`src/rtl/q_8_34a_ctrl.sv`:
```
// Ones-counter controller: sequences load/incr/shift strobes for the R1/R2/E datapath.
// Optional shift watchdog enabled by defining Q_8_34A_CTRL_WATCHDOG_EN.
package q_8_34a_pkg;
    localparam int data_size = 8;
endpackage

module q_8_34a_ctrl
    import q_8_34a_pkg::*;
(
    input  logic clk,
    input  logic rst,
    input  logic start,
    input  logic abort,
    input  logic zero,
    input  logic E,
    output logic load_regs,
    output logic incr_r2,
    output logic shift,
    output logic ready,
    output logic done,
    output logic err
);
    typedef enum logic [1:0] {
        S_IDLE = 2'd0,
        S_1    = 2'd1,
        S_2    = 2'd2,
        S_3    = 2'd3
    } state_t;

    state_t r_state;
    state_t w_state_next;
    logic   r_done;
    logic   w_done_next;
    logic   w_busy_abort;
    logic   w_wd_trip;

    assign w_busy_abort = abort && (r_state != S_IDLE);

`ifdef Q_8_34A_CTRL_WATCHDOG_EN
    localparam int CNT_W = $clog2(data_size + 1);

    logic [CNT_W-1:0] r_shift_cnt;
    logic             r_err;

    // A full word of shifts without R1 reaching zero means the datapath is stuck.
    assign w_wd_trip = (r_state == S_2) && !abort && !zero
                       && (r_shift_cnt == CNT_W'(data_size));

    always_ff @(posedge clk or posedge rst) begin
        if (rst) begin
            r_shift_cnt <= '0;
            r_err       <= 1'b0;
        end else begin
            if (load_regs)
                r_shift_cnt <= '0;
            else if (shift)
                r_shift_cnt <= r_shift_cnt + 1'b1;

            if (load_regs)
                r_err <= 1'b0;
            else if (w_wd_trip)
                r_err <= 1'b1;
        end
    end

    assign err = r_err;
`else
    assign w_wd_trip = 1'b0;
    assign err       = 1'b0;
`endif

    always_ff @(posedge clk or posedge rst) begin
        if (rst) begin
            r_state <= S_IDLE;
            r_done  <= 1'b0;
        end else begin
            r_state <= w_state_next;
            r_done  <= w_done_next;
        end
    end

    always_comb begin
        w_state_next = r_state;
        w_done_next  = 1'b0;
        case (r_state)
            S_IDLE: begin
                if (start)
                    w_state_next = S_1;
            end
            S_1: begin
                w_state_next = S_2;
            end
            S_2: begin
                if (zero) begin
                    w_state_next = S_IDLE;
                    w_done_next  = 1'b1;
                end else if (w_wd_trip) begin
                    w_state_next = S_IDLE;
                end else begin
                    w_state_next = S_3;
                end
            end
            S_3: begin
                w_state_next = E ? S_1 : S_2;
            end
            default: begin
                w_state_next = S_IDLE;
            end
        endcase
        // Abort wins over every busy-state transition and suppresses completion.
        if (w_busy_abort) begin
            w_state_next = S_IDLE;
            w_done_next  = 1'b0;
        end
    end

    always_comb begin
        load_regs = 1'b0;
        incr_r2   = 1'b0;
        shift     = 1'b0;
        ready     = 1'b0;
        case (r_state)
            S_IDLE: begin
                ready     = 1'b1;
                load_regs = start;
            end
            S_1: begin
                incr_r2 = !abort;
            end
            S_2: begin
                shift = !abort && !zero && !w_wd_trip;
            end
            default: begin
            end
        endcase
    end

    assign done = r_done;
endmodule

```
`config.mk`:
```
export PLATFORM = sky130hd
export DESIGN_NAME = q_8_34a_ctrl
export DESIGN_NICKNAME = d
export VERILOG_FILES = /design/src/rtl/q_8_34a_ctrl.sv
export SDC_FILE = /design/constraint.sdc
export NUM_CORES = 1
export LEC_CHECK = 0
export CORE_AREA = 2 2 39 41
export DETAILED_ROUTE_END_ITERATION = 12
export DIE_AREA = 0 0 41 43
export PLACE_DENSITY_LB_ADDON = 0.3
export SLEW_MARGIN = 20
export SYNTH_ARGS = -nofsm -noshare
export SYNTH_HDL_FRONTEND = slang
export SYNTH_SLANG_ARGS = --single-unit
```
`constraint.sdc`:
```
create_clock -name clk -period 1.3 [get_ports clk]
set_input_delay 0.26 -clock clk [delete_from_list [all_inputs] [get_ports clk]]
set_output_delay 0.26 -clock clk [all_outputs]
set_load 0.02 [all_outputs]
```
==> summary.md <==
| Metric | Value |
|---|---|
| Layout cells sized above 1 | 0.5455 |
| Combinational share of power | 0.305 |
| Worst Path Required | 1.04 ns |
| Initial antenna violation count | 0 |
| Via count | 177 |
| Lkg Pwr | 0.1667 nW |
| Hold Buf Count CTS | 0 |
| Post-DP HPWL | 327 um |
| Internal power | 0.0002911 W |
| Seq/Total Area, Yosys | 0.4255 |
| Placed cell area | 304.0 um^2 |
| Cts bufs inserted | 3 |
| Clock power share | 0.389 |
| Levels on crit path | 2 |
| WL final | 470 um |
| Failing checks | setup timing |
| Critical path's top delay family | flip-flops |
| Kind of path behind the tightest hold check | primary input to async pin |
| Number of placement rows | 14 |
| Post-synthesis sequential element count | 3 |
| Post-Syn Instances | 16 |
| Min Tclk post-route | 1.388 ns |
| Final nets | 40 |
| Final setup viols | 2 |
| Reg-to-reg startpoint | r_state[0]$_DFFE_PP0P_ |
| Largest net degree at the start of global routing | 9 |
| Global-route wire length before repair | 779 um |
| I/O pin count | 12 |
| Outcome | complete, but fails checks |
| CTS tree | yes |
| IO Port Bufs | 10 |
| Worst-skew pair later-pin latency | 0.23 ns |
| Core area | 1384 um^2 |
| Synth warn | 0 |
| Net count after synthesis | 22 |
| Final instance area | 350.3 um^2 |
| CP endpoint | shift |
| PD cells | 1173 nW/um^2 |
| Global Route Usage Sum | 0.07129 |
| Startpoint Class | register |
| Clock transition at the registers of the reported paths | 0.04 ns |
| Worst setup path start | r_state[0]$_DFFE_PP0P_ |
| Fmax | 720.5 MHz |
| Flop pwr share | 0.306 |
| Kind of critical path | register to output port |
| Crit-path cells | nor4b_4 -> buf_4 |
| Vias/cell | 3.612 |
| R2R Path End | r_state[0]$_DFFE_PP0P_ |
| WP data arrival | 1.13 ns |
| Reg2Reg Setup Slack | 0.02 ns |
| Worst Path Max Fanout | 6 |
| CP max stage delay | 0.44 ns |
| CTS Buffer Depth | 2 |
| GPL Wtd Cong | 0.7117 |
| N_diodes | 0 |
| Area contributors post-synth | dfrtp_1 (43%), nor3b_1 (8.5%), nor4b_2 (8.5%), and4bb_2 (7.1%), a21bo_2 (5.7%) |
| Final max-slew violation count | 0 |
| H-tree depth | 1 |
| Die Y | 43 um |
| # DRC | 0 |
| Per-cell routed wire length | 9.592 um |
| Hold_ws | 0.2001 ns |
| Cell Area, Synth | 176.4 um^2 |
| Skew final | 0.001231 ns |
| PnR worst setup slack | -0.08799 ns |
| Worst vdd ir | 0.0002702 V |
| Die area | 1763 um^2 |
| Grt ovf | 0 |
| Critical path buffers and inverters | 1 |
| Worst Setup End Kind | output port |
| Clk sinks | 3 |
| Sw Pwr | 0.0001199 W |
| Sw frac | 0.2918 |
| Final hold vios | 0 |
| Post-synth top area cell | dfrtp_1 |
| Synth unique cells | 13 |
| Starting Density | 0.1275 |
| RSZ-0062 raised after global routing | yes |
| Root buffer cell | clkbuf_4 |
| Chip width | 41 um |
| Vias in the first global route | 198 |
| Starting DRT DRC Count | 2 |
| Synth top area share | 0.4255 |
| Drt pass-1 iters | 2 |
| Slowest CP cell | dfrtp_2 |
| Area growth syn-to-layout | 98.58% |
| Worst r2r path cells | 3 |
| Number of maximum-capacitance violations | 0 |
| Syn Area/Cell | 11.03 um^2 |
| Routed Antenna Nets | 0 |
| Crit share post-route | 1.068 |
layer usage:
layer	routed length, um	vias up	track usage
li1	-	89	-
met1	184	78	0.08039
met2	224	10	0.09688
met3	61	0	0.01571
met4	0	0	0.08000
met5	0	-	0
kinds of logic after synthesis:
group,count (synthesis),share of synthesized area
simple gates,8,0.4042
compound gates,2,0.08508
other cells,1,0.02126
flops,3,0.4255
buf+inv,2,0.06383
worst min path at each step:
| stage | startpoint | endpoint | slack, ns |
|---|---|---|---|
| global route | rst | done$_DFF_PP0_ | 0.22 |
| CTS | rst | done$_DFF_PP0_ | 0.20 |
| detailed placement | rst | r_state[1]$_DFFE_PP0P_ | 0.44 |
| global placement | rst | done$_DFF_PP0_ | 0.44 |
| finish | rst | done$_DFF_PP0_ | 0.20 |
| floorplan | rst | done$_DFF_PP0_ | 0.01 |
per-stage QoR:
step           cells  utilization  TNS [ns]   power, W  worst slack [ns]
2_1_floorplan     16            -         0  0.0001778           0.03906
3_3_place_gp      43       0.2197    -2.145  0.0002393           -0.5765
3_5_place_dp      43       0.2197    -2.165  0.0002397           -0.5907
4_1_cts           48       0.2414   -0.1648  0.0004110           -0.1122
5_1_grt           49       0.2532   -0.2507  0.0004485           -0.1371
6_report          49       0.2532   -0.1084  0.0004110          -0.08799
flip-flops by register name, indices dropped and copies added (netlist names):
signal,cells
r_state,2
done,1
cells in the mapped netlist:
cell      count
nor4b_2       1
or3_1         1
a21bo_2       1
a21oi_1       1
dfrtp_1       3
or3b_1        1
conb_1        1
and4b_1       1
nor3b_1       2
inv_1         1
and4bb_2      1
nor2_1        1
buf_4         1
placed cells by master, fill, tap and decap left out:
cell,instances
nor4b_4,1
buf_2,1
and4b_1,1
clkbuf_4,3
or3b_1,1
a21bo_2,1
inv_1,1
nor3b_2,2
or3_1,1
dfrtp_1,1
buf_4,7
clkbuf_1,1
nor2_1,1
dfrtp_2,2
conb_1,1
dlygate4sd2_1,3
clkdlybuf4s50_1,3
a21oi_1,1
and4bb_2,1
repair_timing:
action | 4_1_cts | 5_1_grt
pin swaps | 3 | 0
gates resized for setup | 29 | 1
setup endpoints to repair | 6 | 4
hold endpoints to repair | 0 | 0
setup buffers | 1 | 1
final cells by class:
type | count | area, um^2
clock buffers | 4 | 26.28
inverters | 1 | 3.754
fillers | 151 | 1033
multi-input cells | 11 | 108.9
repair buffers | 14 | 113.9
well taps | 16 | 20.02
flip-flops and latches | 3 | 77.57
power groups by stage:
stage | clock (W) | sequential, W | combinational (W)
2_1_floorplan | 0 | 0.000120 | 0.0000582
3_3_place_gp | 0 | 0.000123 | 0.000116
3_5_place_dp | 0 | 0.000124 | 0.000116
4_1_cts | 0.000170 | 0.000125 | 0.000116
5_1_grt | 0.000184 | 0.000129 | 0.000136
6_report | 0.000160 | 0.000126 | 0.000125
worst reg2reg max path, cell delays in order (launching register included):
cell,delay [ns]
dfrtp_2,0.44
buf_4,0.15
and4b_1,0.18
or3_1,0.37
Power figures use the tool's default switching activity.
